$ cat config.mk
export PLATFORM = sky130hd
export DESIGN_NAME = lcd_char_writer
export DESIGN_NICKNAME = d
export VERILOG_FILES = /design/src/rtl/lcd_char_writer.sv
export SDC_FILE = /design/constraint.sdc
export NUM_CORES = 1
export LEC_CHECK = 0
export CORE_MARGIN = 10
export CORE_UTILIZATION = 45
export CTS_CLUSTER_DIAMETER = 80
export CTS_CLUSTER_SIZE = 28
export DETAILED_ROUTE_END_ITERATION = 16
export PLACE_DENSITY_LB_ADDON = 0.2
export SLEW_MARGIN = 0
export SYNTH_ARGS = -nofsm -noshare
export SYNTH_HDL_FRONTEND = slang
export SYNTH_SLANG_ARGS = --single-unit
$ cat constraint.sdc
create_clock -name CLK -period 2.09 [get_ports CLK]
set_clock_uncertainty 0.15 [all_clocks]
set_input_delay 0.209 -clock CLK [delete_from_list [all_inputs] [get_ports CLK]]
set_output_delay 0.209 -clock CLK [all_outputs]
set_load 0.03 [all_outputs]
$ cat src/rtl/lcd_char_writer.sv
// lcd_char_writer
//   Writes single characters to an HD44780-style character LCD once the
//   external init sequence has finished. Each accepted request drives a
//   set-DDRAM-address command followed by a data write, each with an EN
//   pulse and a command settle delay.
//
//   Optional feature macro: LCD_CURSOR_TRACK_EN
//     When defined, the block tracks the LCD's auto-incrementing cursor. A
//     write to the position the cursor already points at skips the
//     set-address command.
//
// Ports
//   CLK        board clock; every register updates on its rising edge
//   RST        asynchronous active-high reset
//   init_done  high once the LCD power-on init sequence has finished
//   wr_valid   character write request
//   wr_addr    [4] line, [3:0] column
//   wr_data    character code
//   wr_ready   request accepted this cycle when wr_valid is also high
//   dOut       LCD data bus
//   ctrl       {EN, RW, RS}; RW is always 0
//   busy       a command is in progress
module lcd_char_writer #(
  parameter int CLKS_PER_US = 50,
  parameter int EN_US       = 1,
  parameter int CMD_US      = 40
) (
  input  logic       CLK,
  input  logic       RST,
  input  logic       init_done,
  input  logic       wr_valid,
  input  logic [4:0] wr_addr,
  input  logic [7:0] wr_data,
  output logic       wr_ready,
  output logic [7:0] dOut,
  output logic [2:0] ctrl,
  output logic       busy
);

  // Counter reloads are "cycles - 1" because the load cycle itself counts.
  localparam logic [15:0] EN_LD  = 16'(CLKS_PER_US * EN_US - 1);
  localparam logic [15:0] CMD_LD = 16'(CLKS_PER_US * CMD_US - 1);

  typedef enum logic [2:0] {
    IDLE, READY, SET_ADDR, ADDR_DLY, WR_CHAR, CHAR_DLY
  } state_t;

  state_t      state_q, state_d;
  logic [15:0] cnt_q, cnt_d;
  logic [4:0]  addr_q, addr_d;
  logic [7:0]  data_q, data_d;
  logic        xfer;
  logic        skip;
  logic        cnt_zero;

  // Ready is withheld when init_done has dropped so a request is never
  // accepted in the cycle the FSM falls back to IDLE.
  assign wr_ready = (state_q == READY) && init_done;
  assign xfer     = wr_valid && wr_ready;
  assign cnt_zero = (cnt_q == 16'd0);
  assign busy     = (state_q != IDLE) && (state_q != READY);

`ifdef LCD_CURSOR_TRACK_EN
  logic [4:0] cur_q, cur_d;
  logic       cur_vld_q, cur_vld_d;

  assign skip = cur_vld_q && (wr_addr == cur_q);

  always_comb begin
    cur_d     = cur_q;
    cur_vld_d = cur_vld_q;
    if (xfer && !skip) begin
      cur_d     = wr_addr;
      cur_vld_d = 1'b1;
    end else if (state_q == WR_CHAR && cnt_zero) begin
      // The LCD does not wrap col 15 to the next line, so position is lost.
      if (cur_q[3:0] == 4'hF) cur_vld_d = 1'b0;
      else                    cur_d[3:0] = cur_q[3:0] + 4'd1;
    end
  end

  always_ff @(posedge CLK or posedge RST) begin
    if (RST) begin
      cur_q     <= '0;
      cur_vld_q <= 1'b0;
    end else begin
      cur_q     <= cur_d;
      cur_vld_q <= cur_vld_d;
    end
  end
`else
  assign skip = 1'b0;
`endif

  always_comb begin
    state_d = state_q;
    cnt_d   = cnt_q;
    addr_d  = addr_q;
    data_d  = data_q;
    case (state_q)
      IDLE: if (init_done) state_d = READY;
      READY: begin
        if (!init_done) begin
          state_d = IDLE;
        end else if (xfer) begin
          addr_d  = wr_addr;
          data_d  = wr_data;
          cnt_d   = EN_LD;
          state_d = skip ? WR_CHAR : SET_ADDR;
        end
      end
      SET_ADDR: begin
        if (cnt_zero) begin
          state_d = ADDR_DLY;
          cnt_d   = CMD_LD;
        end else cnt_d = cnt_q - 16'd1;
      end
      ADDR_DLY: begin
        if (cnt_zero) begin
          state_d = WR_CHAR;
          cnt_d   = EN_LD;
        end else cnt_d = cnt_q - 16'd1;
      end
      WR_CHAR: begin
        if (cnt_zero) begin
          state_d = CHAR_DLY;
          cnt_d   = CMD_LD;
        end else cnt_d = cnt_q - 16'd1;
      end
      CHAR_DLY: begin
        if (cnt_zero) state_d = init_done ? READY : IDLE;
        else          cnt_d   = cnt_q - 16'd1;
      end
      default: state_d = IDLE;
    endcase
  end

  always_ff @(posedge CLK or posedge RST) begin
    if (RST) begin
      state_q <= IDLE;
      cnt_q   <= '0;
      addr_q  <= '0;
      data_q  <= '0;
    end else begin
      state_q <= state_d;
      cnt_q   <= cnt_d;
      addr_q  <= addr_d;
      data_q  <= data_d;
    end
  end

  // Outputs decode straight from state so reset clears them asynchronously.
  always_comb begin
    dOut = 8'h00;
    ctrl = 3'b000;
    case (state_q)
      SET_ADDR, ADDR_DLY: begin
        dOut    = {1'b1, addr_q[4], 2'b00, addr_q[3:0]};
        ctrl[2] = (state_q == SET_ADDR);
      end
      WR_CHAR, CHAR_DLY: begin
        dOut    = data_q;
        ctrl[0] = 1'b1;
        ctrl[2] = (state_q == WR_CHAR);
      end
      default: ;
    endcase
  end

endmodule
==> flow_summary_export.csv <==
group,metric,value,unit
sta,timing.final.crit_share,107.1,%
floorplanning,rows,23,
final_layout,area_delta_synth_final,51.97,%
sta,whs,155.3,ps
synth,synth_compound_area_share,21.51,%
cts,cts_tree,"built",
floorplanning,start_util,46.83,%
synth,synth_area,1873,um2
setup_path,critPathKind,"register to register",
detailed_routing,vias,1807,
synth,synth.mux.area_fraction,8.417,%
final_layout,num_antenna_cells,0,
detailed_routing,first_pass_iters,5,
detailed_routing,drtAntennaViolNets,0,
cts,cts_root_buf,"clkbuf_8",
sta,max_freq,446.7,MHz
sta,finalCriticalPeriod,2239,ps
synth,synth_nets,211,
setup_path,worst-endpoint-required,2110,ps
placed_design,dpl.hpwl,4.133,mm
synth,ys_async_sr_fraction,100.0,%
final_layout,drive_above_1_share,45.72,%
sta,finalHoldViolations,0,
cts,cts_buffers,5,
synth,ys_seq_elements,32,
detailed_routing,wirelength,5.840,mm
synth,synthCells,192,
pwr,pwr_density_cell,1516,nW/um2
global_routing,grt_use_total,15.39,%
run,drv_cap,0,
cts,htreeDepth,2,
final_layout,fin_cells,319,
global_routing,grt_pass1_wl,9.149,mm
sta,finalWorstSetupSlack,-148.8,ps
global_routing,grt_start_max_net_pins,33,
sta,setup_viol,18,
outcome,status,"complete, but fails checks",
synth,syn-mean-instance-area,9.755,um2
sta,final-max-slew-violation-count,0,
cts,clk_pin_slew_worst_paths,70,ps
placed_design,port_buffers,28,
synth,yosysUniqueCellTypes,47,
floorplanning,die_y,84.52,um
floorplanning,core,4000,um2
detailed_routing,viasPerCell,5.665,
placed_design,gp_congestion,0.9199,
global_routing,antenna_found_initial,0,
synth,seq_area_frac_synth,42.75,%
setup_path,arrival,2260,ps
cts,cts_hold_buf,0,
cts,insertion_delay,290,ps
synth,synthSimpleGateAreaFrac,20.57,%
pwr,peakVddDrop,0.7179,mV
setup_path,end_kind,"register",
synth,synthAdderAreaFrac,1.336,%
detailed_routing,drc_errors,0,
final_layout,fill_cells,291,
floorplanning,io_pins,30,
detailed_routing,drtIter0Drc,119,
floorplanning,die-area,7143,um2
floorplanning,die_w,84.52,um
worst_hold_path,holdCritPathClass,"input port to async pin",
global_routing,grt_pass1_vias,1924,
final_layout,fin_nets,287,
synth,synth-xor-area-share,0.4676,%
sta,rsz0062_at_grt,"true",
detailed_routing,wl_per_cell,18.31,um
setup_path,path_max_fanout,7,
synth,synthFlopType,"dfrtp_1",
cts,cts_num_sinks,32,
outcome,violations,"setup timing",
placed_design,dp_cells,304,
synth,synth_top_family_by_area,"compound AO/OA/AOI/OAI gates",
pwr,power_leakage,1.264,nW
global_routing,grt_overflow,0,
synth,synth-edff-count,0,
setup_path,cp-start-kind,"register",
synth,yosys_warnings,0,
cts,cts.path.max_buffers,2,
cell families after synthesis:
kind of cell / after synthesis
XOR/XNOR: 1
AND/OR/NAND/NOR: 65
other: 1
AO/OA/AOI/OAI: 59
adder cells (fa/ha/maj): 2
buffers and inverters: 18
multiplexers: 14
flip-flops: 32
Yosys cell counts, types with 2 or more instances:
master     instances  area (um2)
clkbuf_1           3       11.26
o21ai_2            3       26.28
inv_1              9       33.78
mux2_2            14       157.7
o21ai_0            6       30.03
nor3_1             5       25.02
nor2_1            18       67.56
a21oi_1           12       60.06
a21o_1             2       15.01
a41oi_1            2       17.52
dfrtp_1           32       800.8
buf_2              2       10.01
ha_1               2       25.02
o21bai_1           2       15.01
nand2b_1           2       12.51
o2bb2ai_1          6       52.55
o22ai_1            4       25.02
nor3_4             2       32.53
buf_6              2       22.52
a21boi_0           2       15.01
a31oi_1            6       37.54
o21ai_1            3       15.01
or4_4              2       22.52
and2_1             2       12.51
a22o_1             5       43.79
nor2b_1            3       18.77
nand2_1           13       48.80
and3_1             6       37.54
nor4_1             4       25.02
registers in the layout, summed over array words and instances, names as in the netlist:
name	count
cnt_q	16
addr_q	5
state_q	3
data_q	8
critical path, stage by stage (launching register included):
cell and delay [ps]:
dfrtp_1 390, inv_2 90, ha_4 130, or4b_4 500, nor3_4 290, and3_4 260
mux2_4 300
metrics by stage:
stage	power, mW	utilization (%)	TNS, ps	setup slack [ps]	instance area, um2
floorplan	2.362	-	-160.2	-108.5	1886
global placement	3.238	62.06	-945.2	-94.81	2482
detailed placement	3.309	62.06	-2078	-160.4	2482
CTS	4.009	66.63	-2170	-156.3	2665
global route	4.585	71.16	-2949	-205.8	2846
finish	4.315	71.16	-1360	-148.8	2846
worst paths after layout:
| check | slack [ps] | endpoint | cells after the start | start |
|---|---|---|---|---|
| setup reg to reg | -150 | state_q[2]$_DFFE_PP0P_ | 6 | cnt_q[1]$_DFFE_PP0P_ |
| setup / recovery | -150 | state_q[2]$_DFFE_PP0P_ | 6 | cnt_q[1]$_DFFE_PP0P_ |
| min in group CLK | 360 | addr_q[2]$_DFFE_PP0P_ | 1 | addr_q[2]$_DFFE_PP0P_ |
| hold / removal | 160 | cnt_q[7]$_DFFE_PP0P_ | 3 | RST |
| hold reg to reg | 360 | addr_q[2]$_DFFE_PP0P_ | 1 | addr_q[2]$_DFFE_PP0P_ |
| max in group asynchronous | 1310 | state_q[1]$_DFFE_PP0P_ | 3 | RST |
power by group:
| part | switching [mW] | leakage, nW | internal (mW) | total (mW) |
|---|---|---|---|---|
| logic | 1.38 | 0.809 | 1.27 | 2.66 |
| registers | 0.166 | 0.399 | 0.895 | 1.06 |
| clock network | 0.242 | 0.0552 | 0.354 | 0.596 |
| total | 1.79 | 1.26 | 2.52 | 4.31 |
area by class of cell:
class                           instances  area (um2)  share of cell area [%]
Clock buffer                            6       72.57                   2.549
Clock inverter                          2       35.03                   1.231
Inverter                                9       33.78                   1.187
Multi-Input combinational cell        142        1172                   41.19
Sequential cell                        32       802.0                   28.18
Tap cell                               50       62.56                   2.198
Timing Repair Buffer                   78       668.1                   23.47
per-layer routing:
| layer | GRT usage (%) | wire (um) | up-vias |
|---|---|---|---|
| li1 | - | - | 865 |
| met5 | 0 | 0 | - |
| met3 | 4.541 | 263 | 7 |
| met2 | 26.97 | 3155 | 43 |
| met4 | 5.539 | 65 | 0 |
| met1 | 17.14 | 2355 | 892 |
layout by cell type, fill, tap and decap left out, drive strengths merged, types with 2 or more instances in the layout:
cell type and instances:
a21boi 3, ha 2, a21o 2, inv 9, o2bb2ai 6, o21bai 2
a22o 5, a31oi 6, nand2 13, nor4 5, clkdlybuf4s50 17, or4b 2
mux2 14, o21ai 12, and2 2, nor2 18, buf 60, nor2b 3
dfrtp 32, clkbuf 6, and3 6, nand2b 2, a41oi 2, a21oi 12
o22ai 4, nor3 7, or4 2
what timing repair did:
item	in CTS	in global routing
setup endpoints to repair	19	19
gates resized for setup	17	33
buffers inserted	3	4
pin swaps	16	10
Power figures use the tool's default switching activity.
